`src/rtl/dmem_arbiter_pkg.sv`:
```
// Shared definitions for the DataMemory arbiter: FSM state encoding and
// requester port identifiers.
package dmem_arbiter_pkg;

    // Access sequencer states: latch a request, drive memory for one cycle,
    // then pulse the acknowledge for one cycle.
    typedef enum logic [1:0] {
        IDLE   = 2'd0,
        ACCESS = 2'd1,
        DONE   = 2'd2
    } state_t;

    // Requester identifiers, also used as the grant / round-robin pointer value.
    localparam logic PORT_CPU = 1'b0;
    localparam logic PORT_DBG = 1'b1;

endpackage : dmem_arbiter_pkg

```
`src/rtl/dmem_arbiter_rr_pick2.sv`:
```
// Two-way request picker. With both requests present it either favours
// port 0 (fixed priority) or the port that was not served last.
module rr_pick2
    import dmem_arbiter_pkg::*;
(
    input  logic i_req0,
    input  logic i_req1,
    input  logic i_last,
    input  logic i_fixed_prio,
    output logic o_grant,
    output logic o_valid
);

    // Pick the winning port from the current requests and the last-served pointer
    always_comb begin
        // NOTE: defaults first so every path assigns both outputs; no latch is inferred.
        o_grant = PORT_CPU;
        o_valid = i_req0 | i_req1;
        if (i_req0 && i_req1) begin
            if (i_fixed_prio) begin
                o_grant = PORT_CPU;
            end else begin
                o_grant = ~i_last;
            end
        end else if (i_req1) begin
            o_grant = PORT_DBG;
        end
    end

endmodule : rr_pick2

```
`src/rtl/dmem_arbiter.sv`:
```
// Shares the single DataMemory port between the CPU load/store path (port 0)
// and the debug/DMA loader (port 1). One request is latched at a time, the
// memory signals are driven for exactly one cycle, the combinational read data
// is registered at the end of that cycle and a one-cycle ack goes back to the
// winner. Throughput is one access every three cycles.
module dmem_arbiter
    import dmem_arbiter_pkg::*;
#(
    parameter int ADDR_W     = 32,
    parameter int DATA_W     = 32,
    parameter int FIXED_PRIO = 0
) (
    input  logic              clk,
    input  logic              rstn,
    // Port 0: CPU load/store path
    input  logic              i_P0_req,
    input  logic              i_P0_we,
    input  logic              i_P0_sByte,
    input  logic [ADDR_W-1:0] i_P0_addr,
    input  logic [DATA_W-1:0] i_P0_wData,
    output logic              o_P0_ack,
    output logic [DATA_W-1:0] o_P0_rData,
    // Port 1: debug/DMA loader
    input  logic              i_P1_req,
    input  logic              i_P1_we,
    input  logic              i_P1_sByte,
    input  logic [ADDR_W-1:0] i_P1_addr,
    input  logic [DATA_W-1:0] i_P1_wData,
    output logic              o_P1_ack,
    output logic [DATA_W-1:0] o_P1_rData,
    // DataMemory side
    output logic              o_DMem_we,
    output logic              o_DMem_sByte,
    output logic [ADDR_W-1:0] o_DMem_addr,
    output logic [DATA_W-1:0] o_DMem_wData,
    input  logic [DATA_W-1:0] i_DMem_rData,
    // Status
    output logic              o_busy,
    output logic              o_grant
);

    localparam logic FIXED_PRIO_BIT = (FIXED_PRIO != 0);

    state_t              r_state;
    logic                r_grant;
    logic                r_last;
    logic                r_busy;
    logic                r_dmem_we;
    logic                r_dmem_sbyte;
    logic [ADDR_W-1:0]   r_dmem_addr;
    logic [DATA_W-1:0]   r_dmem_wdata;
    logic                r_p0_ack;
    logic                r_p1_ack;
    logic [DATA_W-1:0]   r_p0_rdata;
    logic [DATA_W-1:0]   r_p1_rdata;

    logic                w_pick_grant;
    logic                w_pick_valid;

    rr_pick2 u_pick (
        .i_req0       (i_P0_req),
        .i_req1       (i_P1_req),
        .i_last       (r_last),
        .i_fixed_prio (FIXED_PRIO_BIT),
        .o_grant      (w_pick_grant),
        .o_valid      (w_pick_valid)
    );

    // Access sequencer: grant in IDLE, one memory cycle in ACCESS, ack in DONE
    always_ff @(posedge clk or negedge rstn) begin
        if (!rstn) begin
            r_state      <= IDLE;
            r_grant      <= PORT_CPU;
            // Pointer says port 1 was served last, so port 0 wins the first tie.
            r_last       <= PORT_DBG;
            r_busy       <= 1'b0;
            r_dmem_we    <= 1'b0;
            r_dmem_sbyte <= 1'b0;
            r_dmem_addr  <= '0;
            r_dmem_wdata <= '0;
            r_p0_ack     <= 1'b0;
            r_p1_ack     <= 1'b0;
            r_p0_rdata   <= '0;
            r_p1_rdata   <= '0;
        end else begin
            // NOTE: non-blocking assignments so every register samples pre-edge values.
            case (r_state)
                IDLE: begin
                    r_dmem_we <= 1'b0;
                    if (w_pick_valid) begin
                        // Request fields are captured only here; later changes are ignored.
                        r_grant <= w_pick_grant;
                        r_busy  <= 1'b1;
                        r_state <= ACCESS;
                        if (w_pick_grant == PORT_DBG) begin
                            r_dmem_we    <= i_P1_we;
                            r_dmem_sbyte <= i_P1_sByte;
                            r_dmem_addr  <= i_P1_addr;
                            r_dmem_wdata <= i_P1_wData;
                        end else begin
                            r_dmem_we    <= i_P0_we;
                            r_dmem_sbyte <= i_P0_sByte;
                            r_dmem_addr  <= i_P0_addr;
                            r_dmem_wdata <= i_P0_wData;
                        end
                    end
                end

                ACCESS: begin
                    // Write commits at this edge; drop we so it lasts one cycle only.
                    r_dmem_we <= 1'b0;
                    r_state   <= DONE;
                    // Read data is captured on writes too; it is simply unused then.
                    if (r_grant == PORT_DBG) begin
                        r_p1_rdata <= i_DMem_rData;
                        r_p1_ack   <= 1'b1;
                    end else begin
                        r_p0_rdata <= i_DMem_rData;
                        r_p0_ack   <= 1'b1;
                    end
                end

                DONE: begin
                    r_p0_ack <= 1'b0;
                    r_p1_ack <= 1'b0;
                    r_last   <= r_grant;
                    r_busy   <= 1'b0;
                    r_state  <= IDLE;
                end

                default: begin
                    r_dmem_we <= 1'b0;
                    r_p0_ack  <= 1'b0;
                    r_p1_ack  <= 1'b0;
                    r_busy    <= 1'b0;
                    r_state   <= IDLE;
                end
            endcase
        end
    end

    assign o_DMem_we    = r_dmem_we;
    assign o_DMem_sByte = r_dmem_sbyte;
    assign o_DMem_addr  = r_dmem_addr;
    assign o_DMem_wData = r_dmem_wdata;
    assign o_P0_ack     = r_p0_ack;
    assign o_P1_ack     = r_p1_ack;
    assign o_P0_rData   = r_p0_rdata;
    assign o_P1_rData   = r_p1_rdata;
    assign o_busy       = r_busy;
    assign o_grant      = r_grant;

endmodule : dmem_arbiter

```
`config.mk`:
```
export PLATFORM = sky130hd
export DESIGN_NAME = dmem_arbiter
export DESIGN_NICKNAME = d
export VERILOG_FILES = /design/src/rtl/dmem_arbiter_pkg.sv /design/src/rtl/dmem_arbiter_rr_pick2.sv /design/src/rtl/dmem_arbiter.sv
export SDC_FILE = /design/constraint.sdc
export NUM_CORES = 1
export LEC_CHECK = 0
export CORE_UTILIZATION = 45
export CTS_BUF_LIST = sky130_fd_sc_hd__clkbuf_8
export DETAILED_ROUTE_END_ITERATION = 10
export PLACE_DENSITY = 0.9
export SYNTH_ARGS = -nofsm -noshare
export SYNTH_HDL_FRONTEND = slang
export SYNTH_SLANG_ARGS = --single-unit
```
`constraint.sdc`:
```
create_clock -name clk -period 4.1 [get_ports clk]
set_input_delay 0.82 -clock clk [delete_from_list [all_inputs] [get_ports clk]]
set_output_delay 0.82 -clock clk [all_outputs]
set_load 0.1 [all_outputs]
```
Word level (Yosys, flattened, before mapping)
Index checks and enable logic that the tools add are counted.
Word-level totals
  latch bits: 0
  ROM bits: 0
  logic and storage cells: 46
  bits in registers: 137
  memories: 0
  memory bits (writable): 0
  input port bits: 168
Cells by class
  mux-type cells: 16
  divide/modulo/power cells: 0
  magnitude comparators: 0
  shift-type cells: 0
  multiply operators: 0
  reduce and logical (&&, ||, !) cells: 8
  eq/ne operators: 5
  bitwise logic cells: 5
  add/subtract/negate cells: 0
Operators by type and width (number)
  $mux W32: 2
  $reduce_and A2 Y1: 6
  $mux W1: 8
  $pmux W1 S2: 4
  $ne A2 B2 Y1 const B: 2
  $not A1 Y1: 4
  $pmux W2 S2: 1
  $eq A2 B1 Y1 const B: 1
  $eq A2 B2 Y1 const B: 1
  $logic_not A2 Y1: 1
  $mux W2: 1
  $ne A2 B1 Y1 const B: 1
  $logic_and A1 B1 Y1: 1
  $or A1 B1 Y1: 1

Longest topological paths before layout
  depth in word-level cells: 5
  mapped depth: 5
  depth with buffers taken out: 3

By module
A second synthesis with hierarchy kept.
Second synthesis, totals
  cells, all modules: 370
  area total of the unflattened synthesis: 5884.4 µm²
By module, submodules not included
  dmem_arbiter: cells an instance 367, area an instance 5866.9 µm², times used 1
  rr_pick2: cells an instance 3, area an instance 17.5 µm², times used 1

Worst setup path before layout
No wires, ideal clock.
  path type: input to register
  start: input port i_P1_req
  end: register r_dmem_wdata[10], in the netlist o_DMem_wData[10]
  setup slack: 2.108 ns
  cell stages on the path: 5
  buffers on the path: 2
  arrival time: 1.866 ns
  path through: a21bo_2 > buf_6 > buf_6 > mux2_4 > mux2_4
Between the ends
  cells in the longest elaborated chain, start to end: 3
  elaborated cells on any way between the ends: 6
  those cells by class: mux: 3; bitwise: 1; reduce/logical: 2
RTL lines
  from (decl): RTL line dmem_arbiter.sv:24  | input logic i_P1_req,
  $mux W1 or $logic_and A1 B1 Y1 (tied branches): RTL line dmem_arbiter_rr_pick2.sv:25, dmem_arbiter_rr_pick2.sv:19
  $mux W1: RTL line dmem_arbiter_rr_pick2.sv:19  | if (i_req0 && i_req1) begin
  $mux W32: RTL line dmem_arbiter.sv:95  | if (w_pick_grant == PORT_DBG) begin
  to (signal assigned): RTL line dmem_arbiter.sv:99  | r_dmem_wdata <= i_P1_wData;
  to (signal assigned): RTL line dmem_arbiter.sv:104  | r_dmem_wdata <= i_P0_wData;
  to (decl): RTL line dmem_arbiter.sv:51  | logic [DATA_W-1:0] r_dmem_wdata;
Parallel ways exist; a longest one is shown, timed or not.
A chain may end at the register's enable or synchronous reset.

Worst setup path in the final report
  start: register r_dmem_addr[27], in the netlist o_DMem_addr[27]
  end: output port o_DMem_addr[27]
RTL lines
  from (decl): RTL line dmem_arbiter.sv:50  | logic [ADDR_W-1:0] r_dmem_addr;
  from (signal assigned): RTL line dmem_arbiter.sv:98  | r_dmem_addr <= i_P1_addr;
  from (signal assigned): RTL line dmem_arbiter.sv:103  | r_dmem_addr <= i_P0_addr;
  to (decl): RTL line dmem_arbiter.sv:34  | output logic [ADDR_W-1:0] o_DMem_addr,
No word-level cell between the ends.

==> results.sh <==
export IMPL_placedInstanceArea_um2=9230
export IMPL_multi_input_area_um2=2480
export IMPL_postCtsSetupRepairBufs=0
export IMPL_syn_to_final_growth_pct=58.9
export IMPL_num_rows=42
export IMPL_wirelength_um=16700
export IMPL_yosysTopAreaCellShare_pct=56.2
export IMPL_place_gp_congestion=0.895
export IMPL_slew_headroom_pct=29.8
export IMPL_cp_slowest_cell="clkdlybuf4s50_1"
export IMPL_dp_hpwl_um=12500
export IMPL_fin_crit_sh_pct=68.8
export IMPL_drt_first_iter_violations=195
export IMPL_hold_class="reg -> reg"
export IMPL_register_area_um2=3430
export IMPL_layout_drive_gt1_share_pct=34.2
export IMPL_via_count=4349
export IMPL_syn_nets=539
export IMPL_hold_end="o_P0_ack"
export IMPL_setup_viol=0
export IMPL_grt_first_pass_wirelength_um=26000
export IMPL_synth_area_per_cell_um2=16.3
export IMPL_die_w_um=118
export IMPL_synth_area_leader_cell="dfrtp_1"
export IMPL_drt_pass1_iter_count=4
export IMPL_cp_arrival_ps=2000
export IMPL_root_buffer="clkbuf_8"
export IMPL_layout_nets=845
export IMPL_min_from="o_P0_ack"
export IMPL_fp_dieArea_um2=13900
export IMPL_rsz0062_at_grt="false"
export IMPL_final_cells=866
export IMPL_ant_nets=0
export IMPL_synth_edf_count=0
export IMPL_grt_overflow=0
export IMPL_reg2reg_slack_ps=1820
export IMPL_cp_top_family="buffers and inverters"
export IMPL_setup_worst_path_class="reg -> out"
export IMPL_reg2reg_depth=4
export IMPL_clockBufferDepth=2
export IMPL_fin_area_um2=9620
export IMPL_io_pin_count=302
export IMPL_min_period_ps=2820
export IMPL_fmax_mhz=354
export IMPL_r2r_start="r_last"
export IMPL_synth_async_sr_flop_share_pct=100
export IMPL_hold_buffers=0
export IMPL_critPathMaxFanout=2
export IMPL_numCtsBuffers=17
export IMPL_die_h_um=118
export IMPL_synth_area_leaders="dfrtp_1 (56%), mux2_2 (27%), mux2_4 (12%)"
export IMPL_coreArea_um2=13200
export IMPL_status="completed"
export IMPL_finalMaxSlewViolations=0
export IMPL_path_cells="clkdlybuf4s50_1"
export IMPL_synth_most_common_cell="mux2_2"
export IMPL_cp_num_buf_inv=1
export IMPL_cts_sinks=137
export IMPL_ys_warnings_count=0
export IMPL_tns_ps=0
export IMPL_hold_path_depth=1
export IMPL_worst_pin_slew_ps=1050
export IMPL_grt_pass1_vias=4880
export IMPL_critPathMaxStageDelay_ps=1160
export IMPL_syn_area_um2=6050
export IMPL_worstSetupEndpointType="primary output"
export IMPL_synthTopCellsByCount="mux2_2 (147), dfrtp_1 (136), mux2_4 (48), buf_2 (13)"
export IMPL_antenna_cells=0
export IMPL_clock_skew_ps=7.91
export IMPL_synthFlopType="dfrtp_1"
export IMPL_start_util_pct=45.9
export IMPL_synth_cell_type_count=19
export IMPL_yosysSeqAreaShare_pct=56.6
export IMPL_grt_max_degree=102
export IMPL_cts_resized=0
export IMPL_startpoint_type="register"
export IMPL_required_ps=3280
export IMPL_path_clk_slew_ps=80
export IMPL_clock_latency_ps=440
export IMPL_final_hold_violation_count=0
export IMPL_cts_max_level=4
export IMPL_via_per_inst=5.02
export IMPL_cts_tree="yes"
export IMPL_dp_cells=834
export IMPL_route_detailed_drc=0
export IMPL_synthCells=371
export IMPL_cap_viol_max_count=0
export IMPL_antenna_found_initial=0
export IMPL_ys_seq_elements=137
export IMPL_post_drt_wl_per_cell_um=19.3
export IMPL_track_usage_pct=24.7
export IMPL_fill_cells=845
export IMPL_final_util_pct=73.0
export IMPL_port_buffers=301
export IMPL_r2r_end="o_DMem_addr[8]"
registers in the layout, summed over array words and instances, names as in the netlist:
register / count
o_P1_rData: 32
o_grant: 1
o_P0_ack: 1
r_last: 1
o_P1_ack: 1
o_busy: 1
o_DMem_wData: 32
o_DMem_sByte: 1
o_DMem_we: 1
o_P0_rData: 32
o_DMem_addr: 32
r_state: 2
cell usage in the layout, fill, tap and decap left out, types with 3 or more instances in the layout:
master,synthesis,routed
buf_4,4,6
clkbuf_8,0,18
clkdlybuf4s50_1,0,300
clkinv_4,0,3
dfrtp_1,136,136
inv_1,4,6
inv_6,0,4
mux2_2,147,147
mux2_4,48,48
kinds of logic (layout without fill, tap and decap cells):
family                 after synthesis  in the layout  synth area share, %
flip-flops                         137            137                 56.6
buffers and inverters               25            344                 2.56
multiplexers                       196            196                 39.4
AND/OR/NAND/NOR                      7              7                0.661
AO/OA/AOI/OAI                        6              6                0.723
per-layer routing:
metal / wire length, um / global-route usage (%) / part of all wire (%) / up-vias
met5: 0 / 0 / 0 / -
met4: 741 / 15.1 / 4.4 / 0
met3: 1150 / 7.46 / 6.8 / 49
met2: 8700 / 42.4 / 52 / 201
met1: 6170 / 26.7 / 37 / 2170
li1: - / - / - / 1929
layout make-up:
cell class / count / share of cell area [%]
clock buffer: 18 / 2.57
sequential: 137 / 35.6
timing repair buffer: 308 / 32.0
clock inverter: 14 / 1.55
inverter: 4 / 0.156
tap: 176 / 2.29
multi-input combinational: 209 / 25.8
through the flow:
stage          setup slack (ps)  hold slack (ps)
2_1_floorplan              2110              458
3_3_place_gp               1090              468
3_5_place_dp               1020              474
4_1_cts                    1250              496
5_1_grt                    1230              525
6_report                   1280              493
worst max path at each step:
stage	start	to	slack [ps]	cells past startpoint
2_1_floorplan	i_P1_req	o_DMem_wData[10]	2110	5
3_3_place_gp	i_P0_req	o_DMem_addr[12]	1090	5
3_5_place_dp	i_P0_req	o_DMem_addr[27]	1020	5
4_1_cts	o_DMem_addr[21]	o_DMem_addr[21]	1250	1
5_1_grt	o_grant	o_grant	1230	1
6_report	o_DMem_addr[27]	o_DMem_addr[27]	1280	1
Power is left out: the tool's default activity adds up to more than one toggle a clock period on the data nets, which glitch-free logic cannot reach.
